File: src/rtl/motoro3_pkg.sv
// motoro3_pkg: step encodings, six-step commutation table and step sequencing
// shared by motoro3_commutator and motoro3_commutation_decode.
package motoro3_pkg;

    typedef enum logic [2:0] {
        STEP_IDLE = 3'd0,
        STEP_1    = 3'd1,
        STEP_2    = 3'd2,
        STEP_3    = 3'd3,
        STEP_4    = 3'd4,
        STEP_5    = 3'd5,
        STEP_6    = 3'd6,
        STEP_STOP = 3'd7
    } step_e;

    // {aE, bE, cE, aH1_L0, bH1_L0, cH1_L0}; index 0 holds step 1
    localparam logic [5:0] PHASE_TBL [6] = '{
        6'b110_100,
        6'b101_100,
        6'b011_010,
        6'b110_010,
        6'b101_001,
        6'b011_001
    };

    function automatic step_e next_step(input step_e s, input logic dir);
        step_e n;
        n = s;
        if (dir) begin
            case (s)
                STEP_1:  n = STEP_6;
                STEP_2:  n = STEP_1;
                STEP_3:  n = STEP_2;
                STEP_4:  n = STEP_3;
                STEP_5:  n = STEP_4;
                STEP_6:  n = STEP_5;
                default: n = s;
            endcase
        end else begin
            case (s)
                STEP_1:  n = STEP_2;
                STEP_2:  n = STEP_3;
                STEP_3:  n = STEP_4;
                STEP_4:  n = STEP_5;
                STEP_5:  n = STEP_6;
                STEP_6:  n = STEP_1;
                default: n = s;
            endcase
        end
        return n;
    endfunction

endpackage

File: src/rtl/motoro3_commutator_if.sv
// motoro3_commutator_if: host control / gate-drive signal bundle of the commutator.
// master = host register side, slave = commutator.
interface motoro3_commutator_if #(
    parameter int CNT_W  = 17,
    parameter int FREQ_W = 10
);
    logic              m3start;
    logic              m3stop;
    logic              m3dir;
    logic [FREQ_W-1:0] m3freq_start;
    logic [FREQ_W-1:0] m3freq;
    logic              aE, bE, cE;
    logic              aH1_L0, bH1_L0, cH1_L0;
    logic [2:0]        m3step;
    logic [CNT_W-1:0]  m3cnt;
    logic [FREQ_W-1:0] m3per;
    logic              m3busy;
    logic              m3dead;

    modport master (
        output m3start, m3stop, m3dir, m3freq_start, m3freq,
        input  aE, bE, cE, aH1_L0, bH1_L0, cH1_L0,
        input  m3step, m3cnt, m3per, m3busy, m3dead
    );

    modport slave (
        input  m3start, m3stop, m3dir, m3freq_start, m3freq,
        output aE, bE, cE, aH1_L0, bH1_L0, cH1_L0,
        output m3step, m3cnt, m3per, m3busy, m3dead
    );
endinterface

File: src/rtl/motoro3_commutation_decode.sv
// motoro3_commutation_decode: combinational step/dead-time to phase enable and
// high/low-side decode for the 3-phase bridge.
module motoro3_commutation_decode
    import motoro3_pkg::*;
(
    input  step_e step,
    input  logic  dead,
    output logic  aE,
    output logic  bE,
    output logic  cE,
    output logic  aH1_L0,
    output logic  bH1_L0,
    output logic  cH1_L0
);

    logic [5:0] phase;

    always_comb begin
        phase = '0;
        if (!dead) begin
            case (step)
                STEP_1:  phase = PHASE_TBL[0];
                STEP_2:  phase = PHASE_TBL[1];
                STEP_3:  phase = PHASE_TBL[2];
                STEP_4:  phase = PHASE_TBL[3];
                STEP_5:  phase = PHASE_TBL[4];
                STEP_6:  phase = PHASE_TBL[5];
                default: phase = '0;
            endcase
        end
    end

    assign {aE, bE, cE, aH1_L0, bH1_L0, cH1_L0} = phase;

endmodule

File: src/rtl/motoro3_commutator.sv
// motoro3_commutator: six-step three-phase commutation sequencer with direction,
// soft-start period ramp and stop. Define MOTORO3_DEADTIME_EN to insert dead time.
module motoro3_commutator
    import motoro3_pkg::*;
#(
    parameter int CNT_W    = 17,
    parameter int FREQ_W   = 10,
    parameter int SHIFT    = 6,
    parameter int RAMP_DEC = 1,
    parameter int DEAD_CYC = 4
) (
    input  logic                 clk,
    input  logic                 rst,
    motoro3_commutator_if.slave  bus
);

    if (FREQ_W + SHIFT > CNT_W || DEAD_CYC < 1) begin : g_param_check
        $error("motoro3_commutator: FREQ_W+SHIFT must fit CNT_W and DEAD_CYC must be >= 1");
    end

    localparam logic [FREQ_W-1:0] RAMP_STEP = FREQ_W'(RAMP_DEC);

    step_e             step_q;
    logic              start_q;
    logic [CNT_W-1:0]  cnt_q;
    logic [FREQ_W-1:0] per_q;
    logic              dead_q;
    logic              start_edge;
    logic              busy;
    logic [FREQ_W-1:0] per_next;

    function automatic logic [CNT_W-1:0] reload(input logic [FREQ_W-1:0] p);
        return CNT_W'(p) << SHIFT;
    endfunction

    assign start_edge = bus.m3start && !start_q && !bus.m3stop && (bus.m3freq != '0);
    assign busy       = (step_q != STEP_IDLE) && (step_q != STEP_STOP);

    // Ramp toward the target, saturating at it rather than stepping past
    always_comb begin
        per_next = bus.m3freq;
        if (per_q > bus.m3freq && (per_q - bus.m3freq) > RAMP_STEP)
            per_next = per_q - RAMP_STEP;
    end

`ifdef MOTORO3_DEADTIME_EN
    localparam int              DC_W      = (DEAD_CYC > 1) ? $clog2(DEAD_CYC) : 1;
    localparam logic [DC_W-1:0] DEAD_LOAD = DC_W'(DEAD_CYC - 1);
    logic [DC_W-1:0] dead_cnt_q;
`else
    assign dead_q = 1'b0;
`endif

    always_ff @(posedge clk or posedge rst) begin
        if (rst) begin
            start_q <= 1'b0;
            step_q  <= STEP_IDLE;
            cnt_q   <= '0;
            per_q   <= '0;
`ifdef MOTORO3_DEADTIME_EN
            dead_q     <= 1'b0;
            dead_cnt_q <= '0;
`endif
        end else begin
            start_q <= bus.m3start;
            if (bus.m3stop) begin
                step_q <= STEP_STOP;
                cnt_q  <= '0;
`ifdef MOTORO3_DEADTIME_EN
                dead_q <= 1'b0;
`endif
            end else if (start_edge) begin
                step_q <= STEP_1;
                per_q  <= bus.m3freq_start;
                cnt_q  <= reload(bus.m3freq_start);
`ifdef MOTORO3_DEADTIME_EN
                dead_q <= 1'b0;
`endif
            end else if (busy) begin
`ifdef MOTORO3_DEADTIME_EN
                // cnt_q stays at 0 through the dead window; the step advances as it closes
                if (cnt_q != '0) begin
                    cnt_q <= cnt_q - CNT_W'(1);
                end else if (!dead_q) begin
                    dead_q     <= 1'b1;
                    dead_cnt_q <= DEAD_LOAD;
                end else if (dead_cnt_q != '0) begin
                    dead_cnt_q <= dead_cnt_q - DC_W'(1);
                end else begin
                    dead_q <= 1'b0;
                    step_q <= next_step(step_q, bus.m3dir);
                    per_q  <= per_next;
                    cnt_q  <= reload(per_next);
                end
`else
                if (cnt_q != '0) begin
                    cnt_q <= cnt_q - CNT_W'(1);
                end else begin
                    step_q <= next_step(step_q, bus.m3dir);
                    per_q  <= per_next;
                    cnt_q  <= reload(per_next);
                end
`endif
            end
        end
    end

    logic a_en, b_en, c_en, a_hi, b_hi, c_hi;

    motoro3_commutation_decode u_decode (
        .step   (step_q),
        .dead   (dead_q),
        .aE     (a_en),
        .bE     (b_en),
        .cE     (c_en),
        .aH1_L0 (a_hi),
        .bH1_L0 (b_hi),
        .cH1_L0 (c_hi)
    );

    assign bus.aE     = a_en;
    assign bus.bE     = b_en;
    assign bus.cE     = c_en;
    assign bus.aH1_L0 = a_hi;
    assign bus.bH1_L0 = b_hi;
    assign bus.cH1_L0 = c_hi;
    assign bus.m3step = step_q;
    assign bus.m3cnt  = cnt_q;
    assign bus.m3per  = per_q;
    assign bus.m3busy = busy;
    assign bus.m3dead = dead_q;

endmodule

File: src/flat_wrapper.sv
// flat-port wrapper written by rule: the top's interface ports become plain ports
module motoro3_commutator_flat import motoro3_pkg::*;
#(
    parameter int CNT_W    = 17,
    parameter int FREQ_W   = 10,
    parameter int SHIFT    = 6,
    parameter int RAMP_DEC = 1,
    parameter int DEAD_CYC = 4
)
  (clk, rst, bus_m3start, bus_m3stop, bus_m3dir, bus_m3freq_start, bus_m3freq, bus_aE, bus_bE, bus_cE, bus_aH1_L0, bus_bH1_L0, bus_cH1_L0, bus_m3step, bus_m3cnt, bus_m3per, bus_m3busy, bus_m3dead);
  motoro3_commutator_if #(.CNT_W(CNT_W), .FREQ_W(FREQ_W)) bus_i ();
  input  logic clk;
  input  logic rst;
  input wire logic [$bits(bus_i.m3start)-1:0] bus_m3start;
  input wire logic [$bits(bus_i.m3stop)-1:0] bus_m3stop;
  input wire logic [$bits(bus_i.m3dir)-1:0] bus_m3dir;
  input wire logic [$bits(bus_i.m3freq_start)-1:0] bus_m3freq_start;
  input wire logic [$bits(bus_i.m3freq)-1:0] bus_m3freq;
  output wire logic [$bits(bus_i.aE)-1:0] bus_aE;
  output wire logic [$bits(bus_i.bE)-1:0] bus_bE;
  output wire logic [$bits(bus_i.cE)-1:0] bus_cE;
  output wire logic [$bits(bus_i.aH1_L0)-1:0] bus_aH1_L0;
  output wire logic [$bits(bus_i.bH1_L0)-1:0] bus_bH1_L0;
  output wire logic [$bits(bus_i.cH1_L0)-1:0] bus_cH1_L0;
  output wire logic [$bits(bus_i.m3step)-1:0] bus_m3step;
  output wire logic [$bits(bus_i.m3cnt)-1:0] bus_m3cnt;
  output wire logic [$bits(bus_i.m3per)-1:0] bus_m3per;
  output wire logic [$bits(bus_i.m3busy)-1:0] bus_m3busy;
  output wire logic [$bits(bus_i.m3dead)-1:0] bus_m3dead;
  assign bus_i.m3start = bus_m3start;
  assign bus_i.m3stop = bus_m3stop;
  assign bus_i.m3dir = bus_m3dir;
  assign bus_i.m3freq_start = bus_m3freq_start;
  assign bus_i.m3freq = bus_m3freq;
  assign bus_aE = bus_i.aE;
  assign bus_bE = bus_i.bE;
  assign bus_cE = bus_i.cE;
  assign bus_aH1_L0 = bus_i.aH1_L0;
  assign bus_bH1_L0 = bus_i.bH1_L0;
  assign bus_cH1_L0 = bus_i.cH1_L0;
  assign bus_m3step = bus_i.m3step;
  assign bus_m3cnt = bus_i.m3cnt;
  assign bus_m3per = bus_i.m3per;
  assign bus_m3busy = bus_i.m3busy;
  assign bus_m3dead = bus_i.m3dead;
  motoro3_commutator #(.CNT_W(CNT_W), .FREQ_W(FREQ_W), .SHIFT(SHIFT), .RAMP_DEC(RAMP_DEC), .DEAD_CYC(DEAD_CYC)) u_core (.clk(clk), .rst(rst), .bus(bus_i));
endmodule
File: config.mk
export PLATFORM = sky130hd
export DESIGN_NAME = motoro3_commutator_flat
export DESIGN_NICKNAME = d
export VERILOG_FILES = /design/src/rtl/motoro3_pkg.sv /design/src/rtl/motoro3_commutator_if.sv /design/src/rtl/motoro3_commutation_decode.sv /design/src/rtl/motoro3_commutator.sv /design/src/flat_wrapper.sv
export SDC_FILE = /design/constraint.sdc
export NUM_CORES = 1
export LEC_CHECK = 0
export ABC_CLOCK_PERIOD_IN_PS = 7650
export BUFFER_PORTS_ARGS = -buffer_cell sky130_fd_sc_hd__buf_4
export CORE_ASPECT_RATIO = 1.25
export CORE_MARGIN = 5
export CORE_UTILIZATION = 40
export CTS_CLUSTER_SIZE = 28
export DETAILED_ROUTE_END_ITERATION = 10
export SYNTH_ARGS = -nofsm -noshare
export SYNTH_HDL_FRONTEND = slang
export SYNTH_HIERARCHICAL = 1
export SYNTH_SLANG_ARGS = --single-unit
File: constraint.sdc
create_clock -name clk -period 7.65 [get_ports clk]
set_input_delay 0.765 -clock clk [delete_from_list [all_inputs] [get_ports clk]]
set_output_delay 0.765 -clock clk [all_outputs]
set_load 0.02 [all_outputs]
Word-level counts from Yosys, hierarchy flattened
Index checks and enable logic that the tools add are counted.
- output and inout port bits: 38
- logic and storage cells: 50
- register bits after elaboration: 31
- multiplexer cells: 16
- bitwise gates (word level): 1
- add/sub/neg operators: 3
- eq/ne operators: 9
- reductions and logical operators: 15
- $lt $le $gt $ge: 2
- operators by type and width (kind ; count):
    17-bit 2-to-1 mux ; 4
    10-bit 2-to-1 mux ; 4
    3-bit one-hot mux with 6 select lines ; 2
    6-bit one-hot mux with 6 select lines ; 1
    17-bit nonzero test ; 1
    17-bit by 1-bit subtractor with 17-bit output, second input constant ; 1
    3-bit 2-to-1 mux ; 5
    10-bit by 1-bit greater-than comparator with 1-bit output, second input constant ; 1
    10-bit greater-than comparator ; 1
    10-bit nonzero test ; 1
    10-bit by 1-bit subtractor with 10-bit output, second input constant ; 1
    10-bit subtractor ; 1
    3-bit == test, second input constant ; 3
    8-bit nonzero test ; 1
    3-bit by 2-bit == test with 1-bit output, second input constant ; 2
    3-bit AND reduction ; 2
    3-bit nonzero test ; 2
    1-bit logical AND ; 5
    3-bit by 1-bit == test with 1-bit output, second input constant ; 1
    3-bit by 2-bit inequality test with 1-bit output, second input constant ; 1
    3-bit inequality test, second input constant ; 1
    1-bit zero test ; 2
    2-bit by 1-bit inequality test with 1-bit output, second input constant ; 1
    2-bit nonzero test ; 1
    1-bit NOT ; 1

Longest topological paths before layout
- word-level depth: 8
- depth in mapped cells: 13

By module
The synthesis kept the hierarchy.
- by module, submodules not included (module ; area an instance (µm²) ; cells each ; seq. area each (µm²) ; times used):
    motoro3_commutator ; 2775.2 ; 347 ; 775.7 ; 1
    motoro3_commutation_decode ; 98.8 ; 14 ; 0.0 ; 1

Worst setup path before layout
OpenSTA, ideal clock, no wires.
- path kind: input to register
- start point: input port bus_m3freq[0]
- end point: register u_core.per_q[6] (netlist: u_core/bus.m3per[6])
- required time: 7.524 ns
- buffers on the path: 1
- stages on the path: 12
- setup time: 0.126 ns
- path slack: 4.437 ns
- arrival: 3.087 ns
- cells stage by stage: ha_1 > inv_1 > fa_1 > nand3_1 > a21oi_1 > o41a_1 > o31ai_2 > nor2_1 > and2_4 > buf_6 > a21o_1 > a221o_1
- longest elaborated chain between the ends: 7
- elaborated cells between the ends (all ways): 13
- RTL lines (what ; RTL line ; source):
    start: declaration ; flat_wrapper.sv:18 ; input wire logic [$bits(bus_i.m3freq)-1:0] bus_m3freq;
    10-bit subtractor ; motoro3_commutator.sv:42 ; if (per_q > bus.m3freq && (per_q - bus.m3freq) > RAMP_STEP)
    10-bit by 1-bit greater-than comparator with 1-bit output ; motoro3_commutator.sv:42 ;
    1-bit logical AND ; motoro3_commutator.sv:42 ;
    10-bit 2-to-1 mux ; motoro3_commutator.sv:42 ;
    10-bit 2-to-1 mux ; motoro3_commutator.sv:96 ; if (cnt_q != '0) begin
    10-bit 2-to-1 mux ; motoro3_commutator.sv:79 ; end else if (busy) begin
    10-bit 2-to-1 mux ; motoro3_commutator.sv:72 ; end else if (start_edge) begin
    end signal: assignment ; motoro3_commutator.sv:74 ; per_q <= bus.m3freq_start;
    end signal: assignment ; motoro3_commutator.sv:100 ; per_q <= per_next;
    end: declaration ; motoro3_commutator.sv:26 ; logic [FREQ_W-1:0] per_q;
Parallel ways exist; a longest one is shown, timed or not. The select of a mux whose other input is x is not followed.
A chain may end at the register's enable or synchronous reset.

Worst setup path in the final report
- start point: register u_core.per_q[0] (netlist: u_core/bus.m3per[0])
- end point: register u_core.per_q[6] (netlist: u_core/bus.m3per[6])
- longest elaborated chain between the ends: 7
- elaborated cells between the ends (all ways): 9
- RTL lines (what ; RTL line):
    10-bit subtractor ; motoro3_commutator.sv:42
    10-bit by 1-bit greater-than comparator with 1-bit output ; motoro3_commutator.sv:42
    1-bit logical AND ; motoro3_commutator.sv:42
    10-bit 2-to-1 mux (*) ; motoro3_commutator.sv:42
    10-bit 2-to-1 mux (*) ; motoro3_commutator.sv:96
    10-bit 2-to-1 mux (*) ; motoro3_commutator.sv:79
    10-bit 2-to-1 mux (*) ; motoro3_commutator.sv:72
Mark *: on every way between the ends. The rest lies on a longest branch, timed or not. The select of a mux whose other input is x is not followed.

==> flow_summary.yaml <==
timing:
  final_max_slew_viol_count: 0
  finClkSkew_ns: 0.0113
  period_share_pct: 44.3
  slew_headroom_pct: 43.0
  finalSetupViolCount: 0
  fmax_ghz: 0.295
  hold_viol: 0
  rsz0062_at_grt: "false"
  period_needed_ns: 3.39
  worst_pin_slew_ns: 0.852
  setup_tns_ns: 0
detailed_routing:
  wl_per_cell_um: 17.2
  wl_met1_um: 3810
  routed.top_layer: "met4"
  firstDrtPassIters: 4
  drc: 0
  dr_wl_met2_um: 4500
  first_iter_violations: 233
  ant_nets: 0
  routed-wl-met3_um: 409
  wl_um: 8910
  num_vias: 3012
  viasPerCell: 5.83
synthesis:
  syn_area_um2: 2870
  synth_edf_count: 0
  ys_seq_elements: 31
  ys.warnings.count: 6
  avgSynthCellArea_um2: 7.96
  synth-async-reset-ratio_pct: 100
  synth_top_area_share_pct: 27.0
  synth_cells: 361
  synth_area_leaders: "dfrtp_1 27%, a21oi_1 6.1%, nor2_1 5.7%"
  synth.distinct_cells: 68
  synth_ff_type: "dfrtp_1"
  synth_seq_area_share_pct: 27.0
  yosys.area.top_type: "dfrtp_1"
power_and_ir_drop:
  seqPwrFrac_pct: 23.2
  p_sw_w: 0.000702
  power_frac_comb_pct: 64.5
  power_leakage_nw: 1.63
  p_int_w: 0.000698
  p_clk_share_pct: 12.4
  swShare_pct: 50.1
  irDropWorstVdd_v: 0.000180
  powerDensity_nw_per_um2: 395
place:
  port_buffers: 61
  dpl.hpwl_um: 6850
  gp_congestion: 0.869
worst_setup_path:
  cp_data_required_time_ns: 7.82
  reg2reg_slack_ns: 4.26
  cp_top_family: "compound AO/OA/AOI/OAI gates"
  path_common_cell: "inv_1"
  worst_setup_path_start_kind: "flip-flop"
  critPathBufInv: 2
  worstRegToRegCells: 12
  reg2reg_from: "u_core/bus.m3per[0]"
  slowest_stage: "dfrtp_1"
  path_cells: "inv_1, ha_1, inv_1, fa_1, nand3_1, a21oi_1, o41a_1, a21o_1, nand4_2, nand2_2, and3_1, a221o_1"
  r2r_end: "u_core/bus.m3per[6]"
  end_kind: "flip-flop"
  cp_data_arrival_time_ns: 3.55
  worstSetupPathType: "reg -> reg"
  slowest_delay_ns: 0.50
  path_max_fanout: 15
cts:
  clock-sinks: 31
  clockRootBuffer: "clkbuf_8"
  cts_buffers: 5
  path_clk_slew_ns: 0.08
  cts.path.max_buffers: 2
  hold_buffers: 0
  clk_latency_ns: 0.29
  ctsResizeCount: 0
  htreeDepth: 2
  post_cts_buffers: 0
  cts_tree: "done"
floorplanning:
  start_util_pct: 41.2
  die_width_um: 85.8
  core-area_um2: 6980
  die_area_um2: 8990
  rows: 34
  io_pins: 63
  die_h_um: 105
global_route:
  grt_overflow: 0
  track_usage_pct: 19.5
  grt_max_degree: 32
  antenna_found_initial: 0
  grt_pass1_vias: 2857
  grt_pass1_wl_um: 14200
layout:
  area_delta_synth_final_pct: 23.2
  post-route-util_pct: 50.8
  fillCellCount: 726
  drive_gt1_share_pct: 19.9
  antenna_cells: 0
  finish.net_count: 464
  layout_common_cells: "63 x buf_4, 44 x nor2_1, 35 x a21oi_1"
  layout_commonest_cell: "buf_4"
run_status:
  status: "completed"
worst_hold_path:
  hp-class: "in -> async"
run:
  max-cap-violations: 0
-- power groups by stage --
stage / Combinational (W) / Sequential, W / Clock [W]
floorplan: 0.000596 / 0.000368 / 0
global placement: 0.000889 / 0.000326 / 0
detailed placement: 0.000894 / 0.000326 / 0
CTS: 0.000898 / 0.000324 / 0.000175
global route: 0.000984 / 0.000337 / 0.000184
finish: 0.000903 / 0.000325 / 0.000173
-- cell usage after synthesis (2+ instances only) --
| master | n |
|---|---|
| a22oi_1 | 9 |
| nor3_2 | 2 |
| o41ai_1 | 3 |
| a311o_1 | 2 |
| inv_1 | 23 |
| dfrtp_1 | 31 |
| xor2_1 | 12 |
| nor2b_1 | 2 |
| a32oi_1 | 4 |
| or3_1 | 4 |
| ha_1 | 12 |
| a211oi_1 | 2 |
| a31oi_1 | 4 |
| nand4_1 | 7 |
| and3_1 | 4 |
| mux2i_1 | 12 |
| clkbuf_1 | 7 |
| o21ai_0 | 10 |
| nand3_1 | 10 |
| a21oi_1 | 35 |
| xnor2_1 | 8 |
| o22ai_1 | 2 |
| buf_4 | 2 |
| o221ai_1 | 3 |
| nand3b_1 | 2 |
| nand2_1 | 22 |
| o31ai_1 | 5 |
| nor3_1 | 17 |
| nor2_1 | 44 |
| o2bb2ai_1 | 2 |
| o21a_1 | 4 |
| a21o_1 | 8 |
| nand2b_1 | 5 |
| nor4_1 | 8 |
-- per-layer routing --
layer	up-vias	track usage (%)
met5	-	0
met4	0	7.35
met3	15	2.36
met2	93	34.2
met1	1438	24.2
li1	1466	-
-- kinds of logic after synthesis --
family          synth area share (%)
simple gates                    25.1
compound gates                  26.5
buf+inv                         5.14
flops                           27.0
xor+xnor                        6.09
fa+ha+maj                       5.92
mux                             4.18
other cells                    0.130
-- how the worst max path moves through the flow --
stage | startpoint | to | slack, ns | cells after the start
CTS | u_core/bus.m3per[0] | u_core/bus.m3per[6] | 4.29 | 12
finish | u_core/bus.m3per[0] | u_core/bus.m3per[6] | 4.26 | 12
detailed placement | bus_m3freq[0] | u_core/bus.m3per[6] | 4.11 | 12
global placement | bus_m3freq[0] | u_core/bus.m3per[6] | 4.18 | 12
floorplan | bus_m3freq[0] | u_core/bus.m3per[6] | 4.44 | 12
global route | u_core/bus.m3per[0] | u_core/bus.m3per[6] | 4.10 | 12
-- flip-flops by register name, indices dropped and copies added (netlist names) --
name	count
u_core/bus.m3cnt	17
u_core/bus.m3per	10
u_core/bus.m3step	3
u_core/start_q	1
-- tightest hold or removal path: stages --
cell	delay, ns
buf_4	0.11
inv_1	0.04
buf_4	0.37
-- final cells by class --
| type | count | area, um^2 | share of cell area (%) |
|---|---|---|---|
| multi-input cells | 301 | 1970 | 55.7 |
| flip-flops and latches | 31 | 776 | 21.9 |
| repair buffers | 63 | 473 | 13.4 |
| well taps | 90 | 113 | 3.18 |
| inverters | 24 | 90.1 | 2.54 |
| clock buffers | 6 | 82.6 | 2.33 |
| clock inverters | 2 | 35.0 | 0.989 |
-- stage by stage --
step / cells / area, um^2 / power [W] / hold slack (ns) / worst slack, ns
after floorplan: 367 / 2900 / 0.000964 / 0.663 / 4.44
after global placement: 509 / 3420 / 0.00122 / 0.567 / 4.18
after detailed placement: 509 / 3420 / 0.00122 / 0.577 / 4.11
after CTS: 517 / 3540 / 0.00140 / 0.581 / 4.29
after global routing: 517 / 3540 / 0.00150 / 0.598 / 4.10
final: 517 / 3540 / 0.00140 / 0.567 / 4.26
Note: power is estimated with default switching activity, not from simulation.
